--- src/rtl/mips_pkg.sv ---
// mips_pkg: shared opcode/funct constants, state encoding, control codes and decode helper
package mips_pkg;
  typedef enum logic [3:0] {
    S_FETCH    = 4'd0,
    S_DECODE   = 4'd1,
    S_MEM_ADDR = 4'd2,
    S_MEM_RD   = 4'd3,
    S_MEM_WB   = 4'd4,
    S_MEM_WR   = 4'd5,
    S_EXEC_R   = 4'd6,
    S_EXEC_I   = 4'd7,
    S_ALU_WB   = 4'd8,
    S_BRANCH   = 4'd9,
    S_JUMP     = 4'd10,
    S_JR       = 4'd11,
    S_JAL      = 4'd12
  } state_t;
  localparam logic [5:0] OP_RTYPE = 6'h00;
  localparam logic [5:0] OP_J     = 6'h02;
  localparam logic [5:0] OP_JAL   = 6'h03;
  localparam logic [5:0] OP_BEQ   = 6'h04;
  localparam logic [5:0] OP_BNE   = 6'h05;
  localparam logic [5:0] OP_ADDI  = 6'h08;
  localparam logic [5:0] OP_ORI   = 6'h0d;
  localparam logic [5:0] OP_LUI   = 6'h0f;
  localparam logic [5:0] OP_LW    = 6'h23;
  localparam logic [5:0] OP_SW    = 6'h2b;
  localparam logic [5:0] FN_SLL   = 6'h00;
  localparam logic [5:0] FN_SRL   = 6'h02;
  localparam logic [5:0] FN_JR    = 6'h08;
  localparam logic [2:0] ALU_SUB   = 3'b000;
  localparam logic [2:0] ALU_ADD   = 3'b100;
  localparam logic [2:0] ALU_OR    = 3'b101;
  localparam logic [2:0] ALU_LUI   = 3'b110;
  localparam logic [2:0] ALU_FUNCT = 3'b111;
  localparam logic [1:0] SRCB_REG    = 2'b00;
  localparam logic [1:0] SRCB_FOUR   = 2'b01;
  localparam logic [1:0] SRCB_IMM    = 2'b10;
  localparam logic [1:0] SRCB_IMM_SH = 2'b11;
  localparam logic [1:0] PCS_ALU    = 2'b00;
  localparam logic [1:0] PCS_ALUOUT = 2'b01;
  localparam logic [1:0] PCS_JUMP   = 2'b10;
  localparam logic [1:0] PCS_RS     = 2'b11;
  typedef struct packed {
    logic       pc_write;
    logic       ir_write;
    logic       iord;
    logic       mem_read;
    logic       mem_write;
    logic       reg_write;
    logic       reg_dst;
    logic       mem_to_reg;
    logic       alu_src_a;
    logic       shamt_sel;
    logic       link;
    logic       illegal_op;
    logic [1:0] alu_src_b;
    logic [2:0] alu_op;
    logic [1:0] pc_source;
  } ctrl_t;
  // S_FETCH doubles as the "unrecognised opcode" answer
  function automatic state_t decode_next(input logic [5:0] op, input logic [5:0] fn);
    case (op)
      OP_RTYPE:                return fn == FN_JR ? S_JR : S_EXEC_R;
      OP_LW, OP_SW:            return S_MEM_ADDR;
      OP_ADDI, OP_ORI, OP_LUI: return S_EXEC_I;
      OP_BEQ, OP_BNE:          return S_BRANCH;
      OP_J:                    return S_JUMP;
      OP_JAL:                  return S_JAL;
      default:                 return S_FETCH;
    endcase
  endfunction
endpackage

--- src/rtl/multicycle_out_decode.sv ---
// multicycle_out_decode: combinational control-output decode of the sequencer state
// Ports: state (current state), opcode/funct (instruction fields), zero (ALU flag),
//        variant (per-instruction flag: SW/BNE from DECODE, reg_dst for ALU_WB),
//        rdy (memory ready, constant 1 without MEM_HANDSHAKE_EN), ctrl (all control outputs)
import mips_pkg::*;
module multicycle_out_decode (
  input  logic [3:0] state,
  input  logic [5:0] opcode,
  input  logic [5:0] funct,
  input  logic       zero,
  input  logic       variant,
  input  logic       rdy,
  output ctrl_t      ctrl
);
  always_comb begin
    ctrl = '0;
    case (state_t'(state))
      S_FETCH: begin
        ctrl.mem_read  = 1'b1;
        ctrl.ir_write  = rdy;
        ctrl.pc_write  = rdy;
        ctrl.alu_src_b = SRCB_FOUR;
        ctrl.alu_op    = ALU_ADD;
      end
      S_DECODE: begin
        ctrl.alu_src_b  = SRCB_IMM_SH;
        ctrl.alu_op     = ALU_ADD;
        ctrl.illegal_op = decode_next(opcode, funct) == S_FETCH;
      end
      S_MEM_ADDR: begin
        ctrl.alu_src_a = 1'b1;
        ctrl.alu_src_b = SRCB_IMM;
        ctrl.alu_op    = ALU_ADD;
      end
      S_MEM_RD: begin
        ctrl.mem_read = 1'b1;
        ctrl.iord     = 1'b1;
      end
      S_MEM_WB: begin
        ctrl.reg_write  = 1'b1;
        ctrl.mem_to_reg = 1'b1;
      end
      S_MEM_WR: begin
        ctrl.mem_write = 1'b1;
        ctrl.iord      = 1'b1;
      end
      S_EXEC_R: begin
        ctrl.alu_src_a = 1'b1;
        ctrl.alu_src_b = SRCB_REG;
        ctrl.alu_op    = ALU_FUNCT;
        ctrl.shamt_sel = funct == FN_SLL || funct == FN_SRL;
        ctrl.reg_dst   = 1'b1;
      end
      S_EXEC_I: begin
        ctrl.alu_src_a = 1'b1;
        ctrl.alu_src_b = SRCB_IMM;
        ctrl.alu_op    = opcode == OP_ORI ? ALU_OR : opcode == OP_LUI ? ALU_LUI : ALU_ADD;
      end
      S_ALU_WB: begin
        ctrl.reg_write = 1'b1;
        ctrl.reg_dst   = variant;
      end
      S_BRANCH: begin
        ctrl.alu_src_a = 1'b1;
        ctrl.alu_src_b = SRCB_REG;
        ctrl.alu_op    = ALU_SUB;
        ctrl.pc_source = PCS_ALUOUT;
        ctrl.pc_write  = zero ^ variant;
      end
      S_JUMP: begin
        ctrl.pc_write  = 1'b1;
        ctrl.pc_source = PCS_JUMP;
      end
      S_JR: begin
        ctrl.pc_write  = 1'b1;
        ctrl.pc_source = PCS_RS;
      end
      S_JAL: begin
        ctrl.reg_write = 1'b1;
        ctrl.link      = 1'b1;
        ctrl.pc_write  = 1'b1;
        ctrl.pc_source = PCS_JUMP;
      end
      default: ctrl = '0;
    endcase
  end
endmodule

--- src/rtl/multicycle_sequencer.sv ---
// multicycle_sequencer: multicycle MIPS control FSM (state register + next-state logic)
// Ports: clk, reset (async active-high), opcode/funct (IR fields), zero (ALU flag),
//        mem_ready (only with MEM_HANDSHAKE_EN: memory access completes this cycle),
//        1-bit controls, alu_src_b[1:0], alu_op[2:0], pc_source[1:0], state[3:0] (debug)
// Option: MEM_HANDSHAKE_EN makes FETCH, MEM_RD and MEM_WR wait for mem_ready.
import mips_pkg::*;
module multicycle_sequencer (
  input  logic       clk,
  input  logic       reset,
  input  logic [5:0] opcode,
  input  logic [5:0] funct,
  input  logic       zero,
`ifdef MEM_HANDSHAKE_EN
  input  logic       mem_ready,
`endif
  output logic       pc_write,
  output logic       ir_write,
  output logic       iord,
  output logic       mem_read,
  output logic       mem_write,
  output logic       reg_write,
  output logic       reg_dst,
  output logic       mem_to_reg,
  output logic       alu_src_a,
  output logic       shamt_sel,
  output logic       link,
  output logic       illegal_op,
  output logic [1:0] alu_src_b,
  output logic [2:0] alu_op,
  output logic [1:0] pc_source,
  output logic [3:0] state
);
  state_t state_q, state_d;
  // Variant bit captured while opcode/funct are valid, so later states never look at them:
  // SW vs LW and BNE vs BEQ from DECODE, reg_dst for ALU_WB from EXEC_R/EXEC_I.
  logic  variant_q, variant_d;
  logic  rdy;
  ctrl_t dec;
`ifdef MEM_HANDSHAKE_EN
  assign rdy = mem_ready;
`else
  assign rdy = 1'b1;
`endif
  always_comb begin
    state_d   = S_FETCH;
    variant_d = variant_q;
    case (state_q)
      S_FETCH:    state_d = rdy ? S_DECODE : S_FETCH;
      S_DECODE: begin
        state_d   = decode_next(opcode, funct);
        variant_d = opcode == OP_SW || opcode == OP_BNE;
      end
      S_MEM_ADDR: state_d = variant_q ? S_MEM_WR : S_MEM_RD;
      S_MEM_RD:   state_d = rdy ? S_MEM_WB : S_MEM_RD;
      S_MEM_WR:   state_d = rdy ? S_FETCH : S_MEM_WR;
      S_EXEC_R: begin
        state_d   = S_ALU_WB;
        variant_d = 1'b1;
      end
      S_EXEC_I: begin
        state_d   = S_ALU_WB;
        variant_d = 1'b0;
      end
      default:    state_d = S_FETCH;
    endcase
  end
  always_ff @(posedge clk or posedge reset) begin
    if (reset) begin
      state_q   <= S_FETCH;
      variant_q <= 1'b0;
    end else begin
      state_q   <= state_d;
      variant_q <= variant_d;
    end
  end
  multicycle_out_decode u_dec (
    .state   (state_q),
    .opcode  (opcode),
    .funct   (funct),
    .zero    (zero),
    .variant (variant_q),
    .rdy     (rdy),
    .ctrl    (dec)
  );
  // Reset silences every control output at once, even mid-instruction.
  ctrl_t c;
  assign c = reset ? '0 : dec;
  assign pc_write   = c.pc_write;
  assign ir_write   = c.ir_write;
  assign iord       = c.iord;
  assign mem_read   = c.mem_read;
  assign mem_write  = c.mem_write;
  assign reg_write  = c.reg_write;
  assign reg_dst    = c.reg_dst;
  assign mem_to_reg = c.mem_to_reg;
  assign alu_src_a  = c.alu_src_a;
  assign shamt_sel  = c.shamt_sel;
  assign link       = c.link;
  assign illegal_op = c.illegal_op;
  assign alu_src_b  = c.alu_src_b;
  assign alu_op     = c.alu_op;
  assign pc_source  = c.pc_source;
  assign state      = state_q;
endmodule

--- config.mk ---
export PLATFORM = sky130hd
export DESIGN_NAME = multicycle_sequencer
export DESIGN_NICKNAME = d
export VERILOG_FILES = /design/src/rtl/mips_pkg.sv /design/src/rtl/multicycle_out_decode.sv /design/src/rtl/multicycle_sequencer.sv
export SDC_FILE = /design/constraint.sdc
export NUM_CORES = 1
export LEC_CHECK = 0
export CAP_MARGIN = 20
export CORE_UTILIZATION = 44
export CTS_BUF_LIST = sky130_fd_sc_hd__clkbuf_8
export DETAILED_ROUTE_END_ITERATION = 6
export GPL_TIMING_DRIVEN = 1
export PLACE_DENSITY = 0.88
export SLEW_MARGIN = 5
export SYNTH_ARGS = -nofsm -noshare
export SYNTH_HDL_FRONTEND = slang
export SYNTH_SLANG_ARGS = --single-unit
export TNS_END_PERCENT = 50
--- constraint.sdc ---
create_clock -name clk -period 4.2 [get_ports clk]
set_input_delay 0.84 -clock clk [delete_from_list [all_inputs] [get_ports clk]]
set_output_delay 0.84 -clock clk [all_outputs]
set_load 0.1 [all_outputs]
==> results by group, run 1 <==
Global route
  • Largest net degree at the start of global routing: 22
  • Total gr overflow: 0
  • GRT Total Usage: 0.2373
  • Vias in the first global route: roughly 800
  • Initial antenna violation count: 0
  • First-pass GRT wire length: around 3.4 mm

CTS
  • Clock root buffer: clkbuf_8
  • Clk Latency, worst-skew pair: 0.22 ns
  • Post_cts resized: 0
  • Hold buffer count at CTS: 0
  • Post-CTS setup buffers: 0
  • CTS buffer count: 3
  • Max Root-Sink Buffers: 2
  • Clk slew on worst S/H paths: about 0.03 ns
  • TritonCTS clock tree: built
  • # H-tree levels: 1
  • # clock sinks: 5

Timing
  • Max_slew headroom: 0.3478
  • TNS Setup: 0 ns
  • Min Clock Period, post-route: approximately 3.4 ns
  • Final cycle utilization of the critical path: 0.8213
  • F_max: 289.9 MHz
  • RSZ-0062 raised after global routing: false
  • Final hold violations: 0
  • Fin. max-slew vios: 0
  • Slew @ Worst Pin: 0.9753 ns
  • Hold_ws: approximately 0.67 ns
  • Setup violations, final: 0
  • Clock Skews: 0.001506 ns

Synth
  • Syn Std Cell Area: approximately 740 µm²
  • Netlist cell types: 42
  • Post-synth top area cell: dfrtp_1
  • Top cells by area, synth: dfrtp_1 17%, nor2_1 7.6%, nand2_1 5.6%
  • Ys flop type: dfrtp_1
  • Syn Inst Count: 112
  • Syn Nets: ~130
  • Synth top area share: 0.1686
  • Post-synth EDFFs: 0
  • Syn Area/Cell: about 6.6 µm²
  • FF+latch count, synth: 5
  • Warnings, synthesis: 0
  • Post-synthesis sequential area ratio: 0.1686
  • Asr flop ratio synth: 1.000

Placed design
  • Placed inst area: approximately 1100 µm²
  • Dpl hpwl: 1.466 mm
  • Placer Congestion: approximately 0.80
  • Post-Place Cells: 154
  • Port bufs: 37

Final layout
  • Diode count: 0
  • P&R area growth vs syn: 48.74%
  • Design Area, Final: roughly 1100 µm²
  • Fillers: between 100 and 150
  • Fin nets: approximately 160
  • Layout cells sized above 1: 0.1972
  • Final core utilization: 0.7159
  • Layout Cells excl Fill: about 160

Status
  • Status: finished, final reports clean

Worst setup path
  • Critical path type: in -> out
  • WP data arrival: roughly 2.6 ns
  • Crit Path Max Fanout: 3
  • CP Capture Type: primary output
  • Crit path launch type: input pin
  • Worst endpoint required time: between 3 and 4 ns

Drt
  • Antenna viol nets, final: 0
  • Vias per inst: 5.905
  • Via count: 933
  • Final WL: ~1.9 mm
  • Routed wire per std cell: ~12 µm
  • Drt drc: 0
  • Initial DRC count: 21
  • TritonRoute pass-1 iters: 4

Die
  • Rows: 14
  • Die Wd: around 43 µm
  • Die area: between 1500 and 2000 µm²
  • Die height: around 43 µm
  • Core area: ~1500 µm²
  • # IOs: 38
  • Initial core utilization: 0.4813

Worst hold path
  • Worst hold path class: reg -> reg

Power
  • Worst vdd ir: between 0.3 and 0.4 mV
  • PwrDens: approximately 630 nW/µm²
  • P_leak: between 0.4 and 0.5 nW

Job
  • Max-Cap Viols: 0
-- cells in the mapped netlist (2+ instances only) --
library cell	n
nor2_1	15
nand2_1	11
a21oi_1	8
nor3_1	7
clkbuf_1	6
nand2b_1	6
dfrtp_1	5
inv_1	5
nand3_1	4
and3_1	3
o21ai_0	3
a211oi_1	2
buf_1	2
buf_2	2
nand3b_1	2
nor2b_1	2
nor4_1	2
o31a_1	2
xnor2_1	2
-- where the power goes --
group          total [mW]  switching, mW  internal (mW)
clock              0.0851         0.0226         0.0625
combinational       0.502          0.376          0.125
sequential          0.111         0.0517         0.0593
-- worst paths after layout --
kind | start | endpoint | slack (ns) | depth (start not counted)
max in group asynchronous | reset | state[0]$_DFF_PP0_ | 2.88 | 2
min in group asynchronous | reset | state[1]$_DFF_PP0_ | 1.12 | 2
hold / removal | variant_q$_DFFE_PP0P_ | state[1]$_DFF_PP0_ | 0.67 | 3
setup / recovery | funct[0] | illegal_op | 0.75 | 6
setup reg to reg | state[0]$_DFF_PP0_ | variant_q$_DFFE_PP0P_ | 2.36 | 4
hold reg to reg | variant_q$_DFFE_PP0P_ | state[1]$_DFF_PP0_ | 0.67 | 3
-- placed cells by master, fill, tap and decap left out, types with 2 or more instances in the layout --
cell type	n
nor3_1	7
a211oi_1	2
and3_1	3
nand3b_1	2
dfrtp_1	5
nor2_1	15
inv_1	6
nand3_1	4
o21ai_0	3
nand2b_1	6
buf_4	18
nand2_1	11
xnor2_1	2
clkbuf_8	3
nor4_2	2
o31a_1	2
a21oi_1	8
clkdlybuf4s50_1	18
nor2b_1	2
-- sequential cells by signal (all words and copies together) (netlist names) --
signal and flops:
state 4, variant_q 1
-- layer usage --
metal	wire (µm)	global-route usage	share of wire
met2	936	0.4121	0.50
met3	116	0.03830	0.062
met1	799	0.2801	0.43
met5	0	0	0
met4	20	0.1152	0.011
-- kinds of logic after synthesis --
group | count (synthesis) | synth area share
AND/OR/NAND/NOR | 62 | 0.4469
AO/OA/AOI/OAI | 25 | 0.2412
buffers and inverters | 16 | 0.09444
flip-flops | 5 | 0.1686
XOR/XNOR | 3 | 0.03542
multiplexers | 1 | 0.01349
-- critical path, cell delays in order --
cell and delay (ns):
clkdlybuf4s50_1 0.39, or4_1 0.55, o41ai_1 0.28, nand3_1 0.16, o211a_1 0.16, buf_4 0.23
-- final cells by class --
class	count	area, µm²	share of cell area
timing repair buffer	37	335.3	0.3039
sequential	5	125.1	0.1134
inverter	5	18.77	0.01701
tap	16	20.02	0.01814
multi-input combinational	91	559.3	0.5068
clock buffer	3	41.29	0.03741
clock inverter	1	3.754	0.003401
-- per-stage QoR --
stage	power, mW	setup slack (ns)
floorplan	0.5157	-0.4767
CTS	0.7022	0.7330
finish	0.6977	0.7504
global route	0.7354	0.5837
detailed placement	0.6152	0.7278
global placement	0.6075	0.7682
(Power assumes the default switching activity.)
==> inputs of run 2 (changes only) <==
--- a/config.mk
+++ b/config.mk
@@ -6,11 +6,11 @@
 export NUM_CORES = 1
 export LEC_CHECK = 0
 export CAP_MARGIN = 20
-export CORE_UTILIZATION = 44
+export CORE_UTILIZATION = 41
 export CTS_BUF_LIST = sky130_fd_sc_hd__clkbuf_8
 export DETAILED_ROUTE_END_ITERATION = 6
 export GPL_TIMING_DRIVEN = 1
-export PLACE_DENSITY = 0.88
+export PLACE_DENSITY = 0.82
 export SLEW_MARGIN = 5
 export SYNTH_ARGS = -nofsm -noshare
 export SYNTH_HDL_FRONTEND = slang
==> constraint.sdc (replaced) <==
create_clock -name clk -period 3.3 [get_ports clk]
set_input_delay 0.66 -clock clk [delete_from_list [all_inputs] [get_ports clk]]
set_output_delay 0.66 -clock clk [all_outputs]
set_load 0.1 [all_outputs]
==> run 2 against run 1 <==
  * Sequential cell count is the same
  * Sequential power decreased by 5%
  * Clock skew rose by 0.00073 ns
==> results by group, run 2 (same netlist as run 1, synthesis figures left out) <==
Status
  • Status: finished, final reports clean (unchanged)

Placed design
  • Port bufs: 37 (unchanged)
  • Placer Congestion: 0.8400 (was 0.8029)
  • Dpl hpwl: 1.733 mm (was 1.466 mm)

CTS
  • CTS buffer count: 3 (unchanged)
  • Clock root buffer: clkbuf_8 (unchanged)
  • Hold buffer count at CTS: 0 (unchanged)
  • TritonCTS clock tree: built (unchanged)
  • Post_cts resized: 0 (unchanged)
  • # H-tree levels: 1 (unchanged)
  • Clk slew on worst S/H paths: 0.04 ns (was 0.03 ns)
  • Max Root-Sink Buffers: 2 (unchanged)
  • # clock sinks: 5 (unchanged)
  • Clk Latency, worst-skew pair: 0.23 ns (was 0.22 ns)
  • Post-CTS setup buffers: 0 (unchanged)

Global route
  • First-pass GRT wire length: 3.781 mm (was 3.360 mm)
  • GRT Total Usage: 0.2677 (was 0.2373)
  • Total gr overflow: 0 (unchanged)
  • Met2 usage: 0.4471 (was 0.4121)
  • GRT met3 Usage: 0.06531 (was 0.03830)
  • Largest net degree at the start of global routing: 20 (was 22)
  • Initial antenna violation count: 0 (unchanged)
  • Vias in the first global route: 845 (was 795)
  • GR Layer Usage met1: 0.2953 (was 0.2801)
  • GRT Max-Usage Layer: met2 (unchanged)

Worst setup path
  • Worst endpoint required time: 2.64 ns (was 3.36 ns)
  • Critical path type: in -> out (unchanged)
  • Crit path launch type: input pin (unchanged)
  • WP data arrival: 2.39 ns (was 2.61 ns)
  • Crit Path Max Fanout: 12 (was 3)
  • CP Capture Type: primary output (unchanged)

Power
  • Worst vdd ir: 0.5549 mV (was 0.3688 mV)
  • P_leak: 0.5669 nW (was 0.4664 nW)
  • PwrDens: 738.6 nW/µm² (was 632.2 nW/µm²)

Drt
  • Drt drc: 0 (unchanged)
  • TritonRoute pass-1 iters: 4 (unchanged)
  • Antenna viol nets, final: 0 (unchanged)
  • Final WL: 2.216 mm (was 1.872 mm)
  • Vias per inst: 5.680 (was 5.905)
  • Routed wire per std cell: 12.88 µm (was 11.85 µm)
  • Initial DRC count: 22 (was 21)
  • Via count: 977 (was 933)

Final layout
  • Multi-input logic area: 594.3 µm² (was 559.3 µm²)
  • Commonest non-fill, non-tap cell in the layout: buf_12
  • P&R area growth vs syn: 89.04% (was 48.74%)
  • Max FFs per register: 4 (unchanged)
  • Most frequent cells in the layout: 19 x buf_12, 15 x nor2_1, 14 x clkdlybuf4s50_1 (was 18 x clkdlybuf4s50_1, 18 x buf_4, 15 x nor2_1)
  • Final core utilization: 0.8212 (was 0.7159)
  • Diode count: 0 (unchanged)
  • Fillers: 105 (was 143)
  • Layout cells sized above 1: 0.2925 (was 0.1972)
  • Fin nets: 163 (was 158)
  • FF+latch area: 125.1 µm² (unchanged)

Timing
  • Min Clock Period, post-route: between 3 and 4 ns
  • Setup violations, final: 0 (unchanged)
  • Final cycle utilization of the critical path: 0.9238
  • Final hold violations: 0 (unchanged)
  • TNS Setup: 0 ns (unchanged)
  • RSZ-0062 raised after global routing: false (unchanged)
  • Clock Skews: 0.002232 ns (was 0.001506 ns)
  • Max_slew headroom: 0.6906 (was 0.3478)
  • Slew @ Worst Pin: 0.4641 ns (was 0.9753 ns)
  • F_max: 328.0 MHz
  • Fin. max-slew vios: 0 (unchanged)

Die
  • Rows: 15 (was 14)
  • Die height: 44.54 µm (was 43.07 µm)
  • Initial core utilization: 0.4344 (was 0.4813)
  • Core area: 1708 µm² (was 1541 µm²)
  • # IOs: 38 (unchanged)
  • Die area: 1984 µm² (was 1855 µm²)
  • Die Wd: 44.54 µm (was 43.07 µm)

Job
  • Max-Cap Viols: 0 (unchanged)

Worst hold path
  • Worst hold path class: reg -> reg (unchanged)
==> run 2: changes by cell type in the layout (fill, tap and decap cells not counted), moves of 2 or more <==
cell,before,now
buf_4,18,9
a211oi_2,0,2
clkdlybuf4s50_1,18,14
a211oi_1,2,0
nor3_2,0,2
nor3_1,7,4
buf_12,1,19
==> run 2: area by class of cell <==
| class | count | share of cell area |
|---|---|---|
| multi-input cells | 91 | 0.4237 |
| repair buffers | 42 | 0.4193 |
| flip-flops and latches | 5 | 0.08921 |
| clock buffers | 3 | 0.02944 |
| well taps | 25 | 0.02230 |
| inverters | 5 | 0.01338 |
| clock inverters | 1 | 0.002676 |
==> run 2: power breakdown <==
part / internal, mW / switching (mW) / leakage [nW]
sequential: 0.0762 / 0.0297 / 0.0668
combinational: 0.261 / 0.553 / 0.473
clock: 0.0802 / 0.0358 / 0.0269
==> run 2: worst paths after layout <==
path	from	to	slack (ns)	cells after the start
hold reg to reg	variant_q$_DFFE_PP0P_	state[1]$_DFF_PP0_	0.72	3
setup / recovery	opcode[2]	alu_op[1]	0.25	6
hold / removal	variant_q$_DFFE_PP0P_	state[1]$_DFF_PP0_	0.72	3
max in group asynchronous	reset	state[3]$_DFF_PP0_	2.26	2
min in group asynchronous	reset	state[1]$_DFF_PP0_	0.84	2
setup reg to reg	state[0]$_DFF_PP0_	variant_q$_DFFE_PP0P_	1.44	5
==> run 2: metal layers <==
metal  share of wire  wire length, µm
met2            0.50             1118
met3           0.059              130
met1            0.40              889
met5               0                0
met4           0.036               79
==> run 2: metrics by stage <==
step / power [mW] / setup slack (ns) / area [µm²] / std cells / hold WS [ns]
3_5_place_dp: 0.9205 / 0.2695 / 1358 / 168 / 0.7136
3_3_place_gp: 0.9075 / 0.2890 / 1358 / 168 / 0.6558
5_1_grt: 1.084 / 0.1371 / 1403 / 172 / 0.7662
6_report: 1.036 / 0.2514 / 1403 / 172 / 0.7236
2_1_floorplan: 0.6654 / -0.4367 / 789.5 / 112 / 0.6073
4_1_cts: 1.040 / 0.2782 / 1403 / 172 / 0.7230
==> run 2: worst max-delay path: stages <==
cell and delay [ns]:
clkdlybuf4s50_1 0.68, nand3_1 0.16, nor3_1 0.25, nand2_1 0.10, a211oi_2 0.32, buf_12 0.22
